## config.mk

```make
export PLATFORM = sky130hd
export DESIGN_NAME = instr_fetch_unit
export DESIGN_NICKNAME = d
export VERILOG_FILES = /design/src/rtl/instr_fetch_unit.sv
export SDC_FILE = /design/constraint.sdc
export NUM_CORES = 1
export LEC_CHECK = 0
export BUFFER_PORTS_ARGS = -buffer_cell sky130_fd_sc_hd__buf_2
export CORE_MARGIN = 4
export CORE_UTILIZATION = 55
export CTS_BUF_LIST = sky130_fd_sc_hd__clkbuf_8
export DETAILED_ROUTE_END_ITERATION = 6
export GPL_TIMING_DRIVEN = 0
export PLACE_DENSITY = 0.85
export SKIP_LAST_GASP = 1
export SYNTH_ARGS = -nofsm -noshare
export SYNTH_HDL_FRONTEND = slang
export SYNTH_SLANG_ARGS = --single-unit
```

## constraint.sdc

```tcl
create_clock -name clk -period 5.5 [get_ports clk]
set_input_delay 0.275 -clock clk [delete_from_list [all_inputs] [get_ports clk]]
set_output_delay 0.275 -clock clk [all_outputs]
set_load 0.03 [all_outputs]
```

## src/rtl/instr_fetch_unit.sv

```systemverilog
// Instruction fetch: holds the PC, fetches over an IMEM req/ack handshake and hands {instr, iaddr} to decode.
// Optional FETCH_MISALIGN_TRAP_EN: a misaligned redirect parks the unit in ERR with a sticky fetch_err.
//
// state | meaning
// IDLE  | one-cycle settle after reset release, IMEM ack ignored
// REQ   | request outstanding at pc, waiting for imem_ack
// HOLD  | instr/iaddr valid, waiting for downstream instr_ready
// ERR   | misaligned redirect trap, left only by reset (trap build only)
module instr_fetch_unit #(
    parameter logic [31:0] RESET_PC  = 32'h0000_0000,
    parameter logic [31:0] NOP_INSTR = 32'h0000_0013
) (
    input  logic        clk,
    input  logic        reset,
    output logic [31:0] imem_addr,
    output logic        imem_req,
    input  logic [31:0] imem_rdata,
    input  logic        imem_ack,
    output logic [31:0] instr,
    output logic [31:0] iaddr,
    output logic        instr_valid,
    input  logic        instr_ready,
    input  logic        redirect_valid,
    input  logic [31:0] redirect_pc,
    output logic        fetch_err
);

`ifdef FETCH_MISALIGN_TRAP_EN
    typedef enum logic [1:0] {S_IDLE, S_REQ, S_HOLD, S_ERR} state_t;
`else
    typedef enum logic [1:0] {S_IDLE, S_REQ, S_HOLD} state_t;
`endif

    state_t      state;
    state_t      state_nxt;
    logic [31:0] pc;
    logic [31:0] instr_q;
    logic [31:0] iaddr_q;
    logic [31:0] pc_next;

    // Low address bits are dropped so the PC can never hold a misaligned value.
    assign pc_next = redirect_valid ? (redirect_pc & 32'hFFFF_FFFC) : (pc + 32'd4);

`ifdef FETCH_MISALIGN_TRAP_EN
    logic misalign;
    logic err_q;
    assign misalign  = redirect_valid && (redirect_pc[1:0] != 2'b00);
    assign fetch_err = err_q;
`else
    assign fetch_err = 1'b0;
`endif

    always_ff @(posedge clk or negedge reset) begin
        if (!reset) begin
            state <= S_IDLE;
        end else begin
            state <= state_nxt;
        end
    end

    always_comb begin
        state_nxt = state;
        case (state)
            S_IDLE: state_nxt = S_REQ;
            S_REQ: begin
                if (imem_ack) begin
                    state_nxt = S_HOLD;
                end
            end
            S_HOLD: begin
                if (instr_ready) begin
`ifdef FETCH_MISALIGN_TRAP_EN
                    state_nxt = misalign ? S_ERR : S_REQ;
`else
                    state_nxt = S_REQ;
`endif
                end
            end
`ifdef FETCH_MISALIGN_TRAP_EN
            S_ERR: state_nxt = S_ERR;
`endif
            default: state_nxt = S_IDLE;
        endcase
    end

    always_ff @(posedge clk or negedge reset) begin
        if (!reset) begin
            pc      <= RESET_PC;
            instr_q <= NOP_INSTR;
            iaddr_q <= RESET_PC;
`ifdef FETCH_MISALIGN_TRAP_EN
            err_q   <= 1'b0;
`endif
        end else begin
            case (state)
                S_REQ: begin
                    if (imem_ack) begin
                        instr_q <= imem_rdata;
                        iaddr_q <= pc;
                    end
                end
                S_HOLD: begin
                    if (instr_ready) begin
`ifdef FETCH_MISALIGN_TRAP_EN
                        // Faulting target is reported on iaddr for the trap handler.
                        if (misalign) begin
                            iaddr_q <= redirect_pc;
                            err_q   <= 1'b1;
                        end else begin
                            pc <= pc_next;
                        end
`else
                        pc <= pc_next;
`endif
                    end
                end
                default: ;
            endcase
        end
    end

    assign imem_addr   = pc;
    assign imem_req    = (state == S_REQ);
    assign instr_valid = (state == S_HOLD);
    assign instr       = instr_valid ? instr_q : NOP_INSTR;
    assign iaddr       = iaddr_q;

endmodule

```

# Yosys cells after proc, flatten, opt, wreduce, memory -nomap -nowiden
# Index checks and enable logic that the tools add are counted.
[op_classes]
eq_ne = 4
n_addsub = 1
n_mux = 5
n_reduce_logical = 4
[ops]
columns = ["cell", "n"]
rows = [
  ["2-to-1 mux 32 bit", 2],
  ["adder 32 x 3 -> 32 bit, second input constant", 1],
  ["case mux 2 bit (3 select lines)", 1],
  ["AND reduction 2 bit", 3],
  ["2-to-1 mux 2 bit", 2],
  ["inequality test 2 x 1 -> 1 bit, second input constant", 2],
  ["equality test 2 x 1 -> 1 bit, second input constant", 1],
  ["equality test 2 bit, second input constant", 1],
  ["zero test 2 bit", 1],
]
[totals]
reg_bits = 98
input_bits = 69
output_inout_bits = 99
wordCells = 18

# Longest topological paths before layout
# Gate-level depths: netlist of run 1.
[depth]
depth_word = 3
depth_mapped = 7
depth_no_buf = 6

# Worst setup path after synthesis of run 1
# OpenSTA, ideal clock, no wires.
[synth_path]
path_type = "reg-to-reg"
start = "register pc[2], in the netlist imem_addr[2]"
end = "register pc[30], in the netlist imem_addr[30]"
path_stages_with_launch = 8
period_less_slack_ps = 2074
setup_ps = 135
t_arrival_ps = 1940
required_time_ps = 5365
n_path_buf = 1
setup_slack_ps = 3426
path_cell_list = "dfrtp_1 -> ha_1 -> nand3_1 -> or3_1 -> clkbuf_1 -> nor3_1 -> mux2i_1 -> o211ai_1"
[synth_via]
elab_chain_cells = 2
[synth_rtl]
columns = ["item", "line", "rtl"]
rows = [
  ["start: declaration", "36", "logic [31:0] pc;"],
  ["start signal: assignment", "113", "pc <= pc_next;"],
  ["adder 32 x 3 -> 32 bit", "42", "assign pc_next = redirect_valid ? (redirect_pc & 32'hFFFF_FFFC) : (pc + 32'd4);"],
  ["2-to-1 mux 32 bit", "42", ""],
]
# No other way between the ends.
# A chain may end at the register's enable or synchronous reset.

# Worst setup path in the final report of run 1
[layout_path]
start = "register state[1]"
end = "output instr[30]"
[layout_via]
elab_chain_cells = 2
[layout_rtl]
columns = ["item", "line", "rtl"]
rows = [
  ["start: declaration", "34", "state_t state;"],
  ["start signal: assignment", "57", "state <= state_nxt;"],
  ["equality test 2 bit", "124", "assign instr_valid = (state == S_HOLD);"],
  ["2-to-1 mux 32 bit", "125", "assign instr = instr_valid ? instr_q : NOP_INSTR;"],
  ["end: declaration", "19", "output logic [31:0] instr,"],
]
# No other way between the ends.

==> results.cfg, run 1 <==
[run_status]
outcome = finished, final reports clean

[pwr]
pwr-share-clk_pct = 13.9
pwr-share-comb_pct = 46.5
internal_power_w = 0.00180
power_switching_share_pct = 44.6
p_per_area_nw_per_um2 = 566
leakagePower_nw = 2.76
power_frac_seq_pct = 39.6
peakVddDrop_v = 0.000401
p_sw_w = 0.00144

[die]
core-area_um2 = 7890
fp.dieW_um = 98.9
die_area_um2 = 9790
die_height_um = 98.9
core.rowCount = 32
io-pin-count = 168
start_util_pct = 57.6

[global_routing]
antenna_found_initial = 0
grt_max_degree = 50
grt.overflow.total = 0
grt_pass1_wl_um = 20000
grt_pass1_vias = 4176
grt_usage_pct = 25.5

[finish]
layout_common_cells = 161 x buf_2, 91 x dfrtp_1, 58 x mux2_2, 29 x and2_1, 28 x o21ai_0
syn_to_final_growth_pct = 25.9
layout.nets = 666
drive_above_1_share_pct = 41.3
final_cell_count_no_fill = 703
nFillCells = 603
n_antenna_cell = 0
final_common_cell = buf_2

[yosys]
synthArstFlopShare_pct = 100
synthesis.area_um2 = 4550
ys_seq_elements = 94
yosys_warnings = 0
synth_top_flop_cell = dfrtp_1
syn_area_per_cell_um2 = 10.9
synth-edff-count = 0
synth_top_family_by_area = simple AND/OR/NAND/NOR gates
synth_area_leader_cell = dfrtp_1
synth_top_cell_area_share_pct = 50.1
synth_adder_area_share_pct = 0.275
synth_xor_xnor_area_share_pct = 0
synth_compound_area_share_pct = 11.8
synth_simple_gate_area_share_pct = 17.1
ys_types = 52
ys_seq_area_share_pct = 51.8
muxShareOfSynthArea_pct = 15.5
synthTopCellsByArea = dfrtp_1 50%, mux2_2 14%, and2_1 4.0%
synth_cells = 419

[sta]
worst_slew_pin_slew_ns = 0.813
fin_crit_ns = 2.23
rsz0062_at_grt = false
fin_tns_setup_ns = 0
finClkSkew_ns = 0.0117
slew_headroom_pct = 45.3
hold_viol = 0
setup_viol_count_final = 0
fin_crit_sh_pct = 40.6
timing.fmax_mhz = 448
slew_viol_final = 0

[placement]
port_buffers = 160
gp_congestion = 0.903
place_inst = 686
place_hpwl_um = 9100

[worst_hold_path]
hold_end = instr_q[13]
worstHoldPathCells = 2
hold_path.class = in -> reg
hp-start = imem_rdata[13]

[cts]
clk_latency_ns = 0.35
htree_levels = 3
post_cts_resized = 0
clk_pin_slew_worst_paths_ns = 0.09
cts_root_buf = clkbuf_8
clock-sinks = 94
cts_tree = yes
clk_path_buf_depth = 2
cts_made_buffers = 9

[detailed_routing]
drt_wl_total_um = 12400
drtAntennaViolNets = 0
drtPass1Iterations = 5
num_vias = 4079
drtIter0Drc = 280
viasPerCell = 5.80
drc = 0
post_drt_wl_per_cell_um = 17.6

[setup_path]
crit_arrival_ns = 1.96
rr_startpoint = imem_addr[2]
timing.rr.end = imem_addr[26]
path_class = reg -> out
critPathMaxFanout = 10
reg2reg_slack_ns = 3.29
worstPathRequired_ns = 5.22
crit_path_start_kind = register
reg2reg_depth = 7
worstSetupEndpointType = primary output

[run]
maxCapViolations = 0
## Yosys cell counts (2+ instances only)
library cell and instances:
a22o_1 2, nand4_1 6, a22oi_1 4, o21a_1 2, a21oi_1 21, a2bb2oi_1 6, nor2b_1 5, mux2_2 58
a31oi_1 3, nor4_1 4, nand2_1 22, a211o_1 2, nand2b_1 3, and2_1 29, nand3_2 2, mux2i_1 5
or3_1 3, buf_4 5, o22ai_1 3, buf_2 2, nor3_1 14, nor2_1 18, inv_1 6, dfrtp_1 91
clkbuf_1 21, nand3_1 18, buf_1 2, o21ai_0 28, dfstp_2 3, a311oi_1 3, and3_1 6, and4_1 2
## per-layer routing
metal  share of wire, %  GRT usage (%)
met3                8.4           4.53
met2                 49           41.5
met4                3.1           11.8
met1                 39           33.1
met5                  0              0
## critical path: stages (launching register included)
cell,delay (ns)
dfrtp_1,0.40
nor2b_1,0.45
clkbuf_1,0.38
and2_1,0.19
buf_2,0.20
## cell families after synthesis
logic type / Yosys count
buffers and inverters: 37
other: 1
and+or+nand+nor: 138
muxes: 63
DFF: 94
AOI/OAI and AO/OA: 85
adders and majority gates: 1
## flip-flops by register name, indices dropped and copies added, names as in the netlist
| signal | flops |
|---|---|
| iaddr | 30 |
| instr_q | 32 |
| imem_addr | 30 |
| state | 2 |
## metrics by stage
step	total power [W]	area, um^2	worst slack, ns	util (%)	hold slack [ns]
6_report	0.00324	5720	3.27	72.6	0.143
3_5_place_dp	0.00280	5520	3.37	70.0	0.333
4_1_cts	0.00325	5720	3.24	72.6	0.130
3_3_place_gp	0.00273	5490	3.29	69.6	0.459
2_1_floorplan	0.00231	4560	3.43	-	-0.0206
5_1_grt	0.00344	5720	3.07	72.6	0.134
## power groups by stage
stage	combinational, W	clock (W)	sequential (W)
final	0.00151	0.000450	0.00128
after global routing	0.00162	0.000488	0.00133
after CTS	0.00152	0.000457	0.00127
after detailed placement	0.00152	0	0.00129
after global placement	0.00148	0	0.00125
after floorplan	0.000707	0	0.00161
## area by class of cell
type / count / area (um^2) / share of cell area (%)
Inverter: 7 / 26.3 / 0.459
Sequential cell: 94 / 2360 / 41.2
Multi-Input combinational cell: 292 / 2050 / 35.7
Buffer: 30 / 134 / 2.34
Clock buffer: 10 / 138 / 2.40
Clock inverter: 6 / 56.3 / 0.984
Timing Repair Buffer: 162 / 841 / 14.7
Tap cell: 102 / 128 / 2.23
## how the worst max path moves through the flow
stage | start | end | slack [ns] | cells after the start
detailed placement | imem_addr[2] | imem_addr[30] | 3.37 | 7
CTS | state[1] | instr[30] | 3.24 | 4
global route | state[1] | instr[30] | 3.07 | 4
floorplan | imem_addr[2] | imem_addr[30] | 3.43 | 7
finish | state[1] | instr[30] | 3.27 | 4
global placement | reset | iaddr[8] | 3.29 | 1
## timing repair
action | CTS | global route
hold buffers | 1 | 0
endpoints found under the hold margin | 48 | 0
setup buffers | 0 | 0
(Power assumes the default switching activity.)
==> run 2, diff against run 1 <==
Settings changed: ABC_AREA from default to 1, CORE_UTILIZATION 55 to 47, PLACE_DENSITY 0.85 to 0.75.
Clock period 5.5 ns to 2 ns, I/O delays scaled along.
==> run 2 against run 1 <==
Net effect:
- clock power grew to 3.0 times the previous value
- clock-buffer cell count is 1 lower
- synthesized area is 11% higher
- hold slack worse by 0.14 ns
- first-iteration DRC count is 88% higher
- core utilization is 8.9 points lower
- die area is 27% higher
- combinational power grew to 3.6 times the previous value
- power grew to 3.2 times the previous value
- via count is 24% higher
- cell area is 15% higher
- critical endpoint is now instr[15]
- largest power group unchanged
==> results.cfg, run 2 <==
[run_status]
outcome = finished, final reports clean

[setup_path]
worstSetupStartpoint = state[1]
worstSetupEndpointType = primary output
cp_top_family = buffers and inverters
crit_arrival_ns = 1.75
cp_slowest_cell = dfrtp_1
rr_startpoint = imem_addr[3]
critPathMaxFanout = 10
crit_path_max_incr_delay_ns = 0.43
worstPathRequired_ns = 1.90
crit_path_start_kind = register
path_buf_inv = 4
path_cells = inv_2, nor2_4, inv_1, clkbuf_2, nor2_1, buf_2
path_class = reg -> out

[cts]
clk_path_buf_depth = 2
cts_tree = yes
clk_pin_slew_worst_paths_ns = 0.09
cts_made_buffers = 9
clk_latency_ns = 0.37
htree_levels = 3
cts_root_buf = clkbuf_8
clock-sinks = 94

[detailed_routing]
drtAntennaViolNets = 0
drt_wl_total_um = 15300
viasPerCell = 5.04
drtIter0Drc = 527
drc = 0
drtPass1Iterations = 5
highest_layer = met4
post_drt_wl_per_cell_um = 15.3
wl_met3_um = 1220
met1_length_um = 6650
wl_met2_um = 7260
num_vias = 5046

[yosys]
synth_top_cell_area_share_pct = 45.2
synth-edff-count = 0
synthTopCellsByArea = dfrtp_1 45%, nand2_1 11%, nor2_1 8.6%
ys_types = 32
synth_xor_xnor_area_share_pct = 0
yosys_warnings = 0
synth_compound_area_share_pct = 13.1
yosysMostFrequentCell = nand2_1
ys_seq_area_share_pct = 46.8
ys_seq_elements = 94
muxShareOfSynthArea_pct = 2.01
synth_cells = 652
syn_area_per_cell_um2 = 7.73
synth_adder_area_share_pct = 0.248
synthArstFlopShare_pct = 100
synth_top_flop_cell = dfrtp_1
synth_simple_gate_area_share_pct = 28.4
synthesis.area_um2 = 5040
ys_top_cells_by_count = 150 x nand2_1, 116 x nor2_1, 91 x dfrtp_1
synth_top_family_by_area = simple AND/OR/NAND/NOR gates
synth_area_leader_cell = dfrtp_1

[global_routing]
grt.overflow.total = 0
grt_pass1_wl_um = 25100
grt_pass1_vias = 5055
grt_max_degree = 59
antenna_found_initial = 0
grt_usage_pct = 24.7

[die]
core-area_um2 = 10400
die_height_um = 112
io-pin-count = 168
core.rowCount = 37
start_util_pct = 48.6
die_area_um2 = 12400
fp.dieW_um = 112

[finish]
syn_to_final_growth_pct = 31.0
n_antenna_cell = 0
layout.nets = 932
final_cell_count_no_fill = 1002
layout_common_cells = 164 x buf_2, 150 x nand2_1, 116 x nor2_1, 91 x dfrtp_1, 74 x inv_1
nFillCells = 887
design_area_um2 = 6600
final_common_cell = buf_2
largest-register = instr_q
drive_above_1_share_pct = 30.5
largest_register_ffs = 32

[placement]
placed_area_um2 = 6050
place_hpwl_um = 11100
gp_congestion = 0.917
place_inst = 953
port_buffers = 160

[sta]
finClkSkew_ns = 0.0134
slew_viol_final = 0
hold_viol = 0
fin_crit_sh_pct = 92.6
rsz0062_at_grt = false
setup_viol_count_final = 0
fin_crit_ns = 1.85
slew_headroom_pct = 60.7
worst_slew_pin_slew_ns = 0.589
timing.fmax_mhz = 540

[pwr]
leakagePower_nw = 3.52
peakVddDrop_v = 0.000714
p_per_area_nw_per_um2 = 1550

[worst_hold_path]
hp-start = imem_rdata[17]
hold_path.class = in -> reg

[run]
maxCapViolations = 0
run 2: changes by cell type after synthesis, moves of 8 or more:
cell     change
nor2_4       +9
and2_1      -28
inv_1       +66
a21oi_1      -8
mux2_2      -57
nand3_1     +11
o21ai_1     +15
nor2_1      +98
o21ai_0     +16
nand2_1    +128
a21oi_2     +29
run 2: what timing repair did:
action | CTS | global route
setup endpoints to repair | 0 | 20
hold buffers | 34 | 0
setup buffers | 0 | 0
endpoints found under the hold margin | 66 | 0
resized for setup | 0 | 6
run 2: path summary, 6_finish.rpt:
check	to	slack (ns)	depth (start not counted)
max	instr[15]	0.15	6
min	instr_q[17]	0.004	3
max reg2reg	imem_addr[28]	0.33	10
min reg2reg	iaddr[16]	0.48	2
max in group asynchronous	iaddr[4]	1.13	3
min in group asynchronous	instr_q[30]	0.23	2
run 2: layout make-up:
type	count	area, um^2	share of cell area [%]
plain buffers	32	186	2.82
clock buffers	9	124	1.88
clock inverters	6	80.1	1.21
inverters	78	294	4.45
multi-input cells	452	2220	33.6
flip-flops and latches	94	2360	35.7
well taps	136	170	2.58
repair buffers	195	1170	17.7
run 2: kinds of logic after synthesis:
logic type | count (synthesis)
buf+inv | 110
mux | 7
flops | 94
simple gates | 332
fa+ha+maj | 1
other cells | 1
compound gates | 107
run 2: through the flow:
step | setup TNS, ns | total power (W) | hold slack (ns) | utilization (%) | worst slack, ns
floorplan | 0 | 0.00716 | -0.196 | - | 0.324
global placement | -8.77 | 0.00866 | 0.333 | 58.1 | -0.102
detailed placement | 0 | 0.00882 | 0.0877 | 58.4 | 0.362
CTS | 0 | 0.0102 | 0.000876 | 63.6 | 0.0733
global route | 0 | 0.0109 | 0.0241 | 63.7 | 0.0390
finish | 0 | 0.0102 | 0.00365 | 63.7 | 0.149
run 2: power breakdown:
group	internal [W]	leakage [nW]	switching (W)	total, W
Combinational	0.00161	2.32	0.00379	0.00540
Sequential	0.00281	1.09	0.000675	0.00348
Clock	0.000687	0.108	0.000661	0.00135
Total	0.00510	3.52	0.00513	0.0102
run 2: per-layer routing:
metal,track usage [%],up-vias
met1,33.9,2368
met4,6.16,0
met5,0,-
met2,40.5,222
li1,-,2437
met3,5.11,19
run 2: tightest hold or removal path, cell delays in order:
cell and delay, ns:
buf_2 0.08, nor2_1 0.04, a21oi_2 0.10
==> run 3, diff against run 2 <==
Settings changed: CORE_MARGIN 4 to default, CORE_UTILIZATION 47 to 57, PLACE_DENSITY 0.75 to 0.86.
Clock period 2 ns to 2.4 ns, I/O delays scaled along.
==> run 3 against run 2 <==
Net effect:
- the run now ends with hold timing left
- wire length fell by 5.7%
- largest power group unchanged
- combinational power is 18% lower
- critical path type unchanged
- highest routed layer unchanged
- setup slack improved by 0.27 ns
- clock-buffer cell count up 1
==> results.cfg, run 3 (synthesized netlist as in run 2, its figures left out) <==
[detailed_routing]
drtAntennaViolNets = 0
drtIter0Drc = 289
viasPerCell = 5.34
drt_wl_total_um = 14500
num_vias = 5061
drc = 0
post_drt_wl_per_cell_um = 15.3
drtPass1Iterations = 5

[die]
die_area_um2 = 9220
core.rowCount = 33
start_util_pct = 60.1
io-pin-count = 168
core-area_um2 = 8380
die_height_um = 96.0
fp.dieW_um = 96.0

[finish]
final_common_cell = buf_2
layout.nets = 908
drive_above_1_share_pct = 31.3
largest-register = instr_q
n_antenna_cell = 0
syn_to_final_growth_pct = 25.7
layout_common_cells = 164 x buf_2, 150 x nand2_1, 116 x nor2_1, 91 x dfrtp_1, 72 x inv_1
nFillCells = 638
design_area_um2 = 6330
largest_register_ffs = 32

[placement]
port_buffers = 160
place_hpwl_um = 10900
gp_congestion = 0.924
placed_area_um2 = 6020

[global_routing]
grt_pass1_wl_um = 22800
grt_pass1_vias = 4744
grt_usage_pct = 32.9
grt_max_degree = 66
grt.overflow.total = 0
antenna_found_initial = 0

[sta]
slew_viol_final = 0
timing.fmax_mhz = 504
fin_crit_sh_pct = 82.7
setup_viol_count_final = 0
slew_headroom_pct = 59.6
fin_tns_setup_ns = 0
rsz0062_at_grt = false
finClkSkew_ns = 0.0109
hold_viol = 1
fin_crit_ns = 1.98
worst_slew_pin_slew_ns = 0.606
hold_slack_ns = -0.000366

[pwr]
p_per_area_nw_per_um2 = 1340
peakVddDrop_v = 0.000685
leakagePower_nw = 3.41

[cts]
clk_latency_ns = 0.37
cts_made_buffers = 9
clock-sinks = 94
cts_tree = yes
post_cts_resized = 0
cts_hold_buf = 10
htree_levels = 3
post_cts_buffers = 0
clk_path_buf_depth = 2
cts_root_buf = clkbuf_8
clk_pin_slew_worst_paths_ns = 0.09

[setup_path]
path_buf_inv = 4
worstSetupEndpointType = primary output
worstPathRequired_ns = 2.28
path_class = reg -> out
crit_arrival_ns = 1.86
path_cells = inv_2, nor2_4, inv_1, clkbuf_1, nor2_1, buf_2
crit_path_max_incr_delay_ns = 0.44
crit_path_start_kind = register
critPathMaxFanout = 10
cp_slowest_cell = dfrtp_1
cp_top_family = buffers and inverters

[run_status]
outcome = finished with violations
failed_checks = hold timing

[run]
maxCapViolations = 0

[worst_hold_path]
hold_path.class = in -> reg
-- run 3: cell types whose count changed in the layout (fill, tap and decap cells not counted), moves of 2 or more --
cell	previous run	this run
clkbuf_1	14	17
clkbuf_2	3	0
dlygate4sd3_1	34	10
inv_1	74	72
inv_8	0	2
-- run 3: worst register-to-register path, delay by kind of cell, from the launching register on --
kind	cells	cell delay [ns]
simple gates	9	0.95
fa+ha+maj	1	0.26
flops	1	0.45
-- run 3: where the power goes --
part / total (W) / internal [W] / switching, W
registers: 0.00292 / 0.00234 / 0.000585
logic: 0.00445 / 0.00131 / 0.00314
clock network: 0.00114 / 0.000530 / 0.000612
-- run 3: per-layer routing --
metal / up-vias / GRT usage, % / routed length, um
met1: 2382 / 42.2 / 5930
met5: - / 0 / 0
met3: 31 / 3.95 / 1170
met2: 254 / 56.1 / 7000
li1: 2394 / - / -
met4: 0 / 14.1 / 347
-- run 3: final timing paths --
check	startpoint	slack, ns	cells after the start	endpoint
setup / recovery	state[1]	0.42	6	instr[31]
hold / removal	imem_rdata[19]	-0.0004	3	instr_q[19]
setup reg to reg	imem_addr[3]	0.65	10	imem_addr[24]
hold reg to reg	iaddr[11]	0.48	2	iaddr[11]
max in group asynchronous	reset	1.51	3	imem_addr[12]
min in group asynchronous	reset	0.22	2	instr_q[23]
-- run 3: through the flow --
stage / worst slack [ns] / utilization, % / instances / hold slack [ns] / power, W
after global placement: 0.332 / 71.4 / 921 / 0.336 / 0.00719
after detailed placement: 0.719 / 71.8 / 922 / 0.0812 / 0.00736
after global routing: 0.324 / 75.5 / 948 / 0.00497 / 0.00907
after CTS: 0.446 / 75.5 / 948 / 0.00100 / 0.00850
final: 0.416 / 75.5 / 948 / -0.000366 / 0.00851
after floorplan: 0.724 / - / 656 / -0.176 / 0.00597
-- run 3: final cells by class --
cell class	count	area (um^2)	share of cell area, %
sequential	94	2360	37.2
multi-input combinational	452	2220	35.1
timing repair buffer	171	931	14.7
inverter	78	294	4.64
buffer	32	183	2.89
clock buffer	10	138	2.17
tap	105	131	2.08
clock inverter	6	77.6	1.23
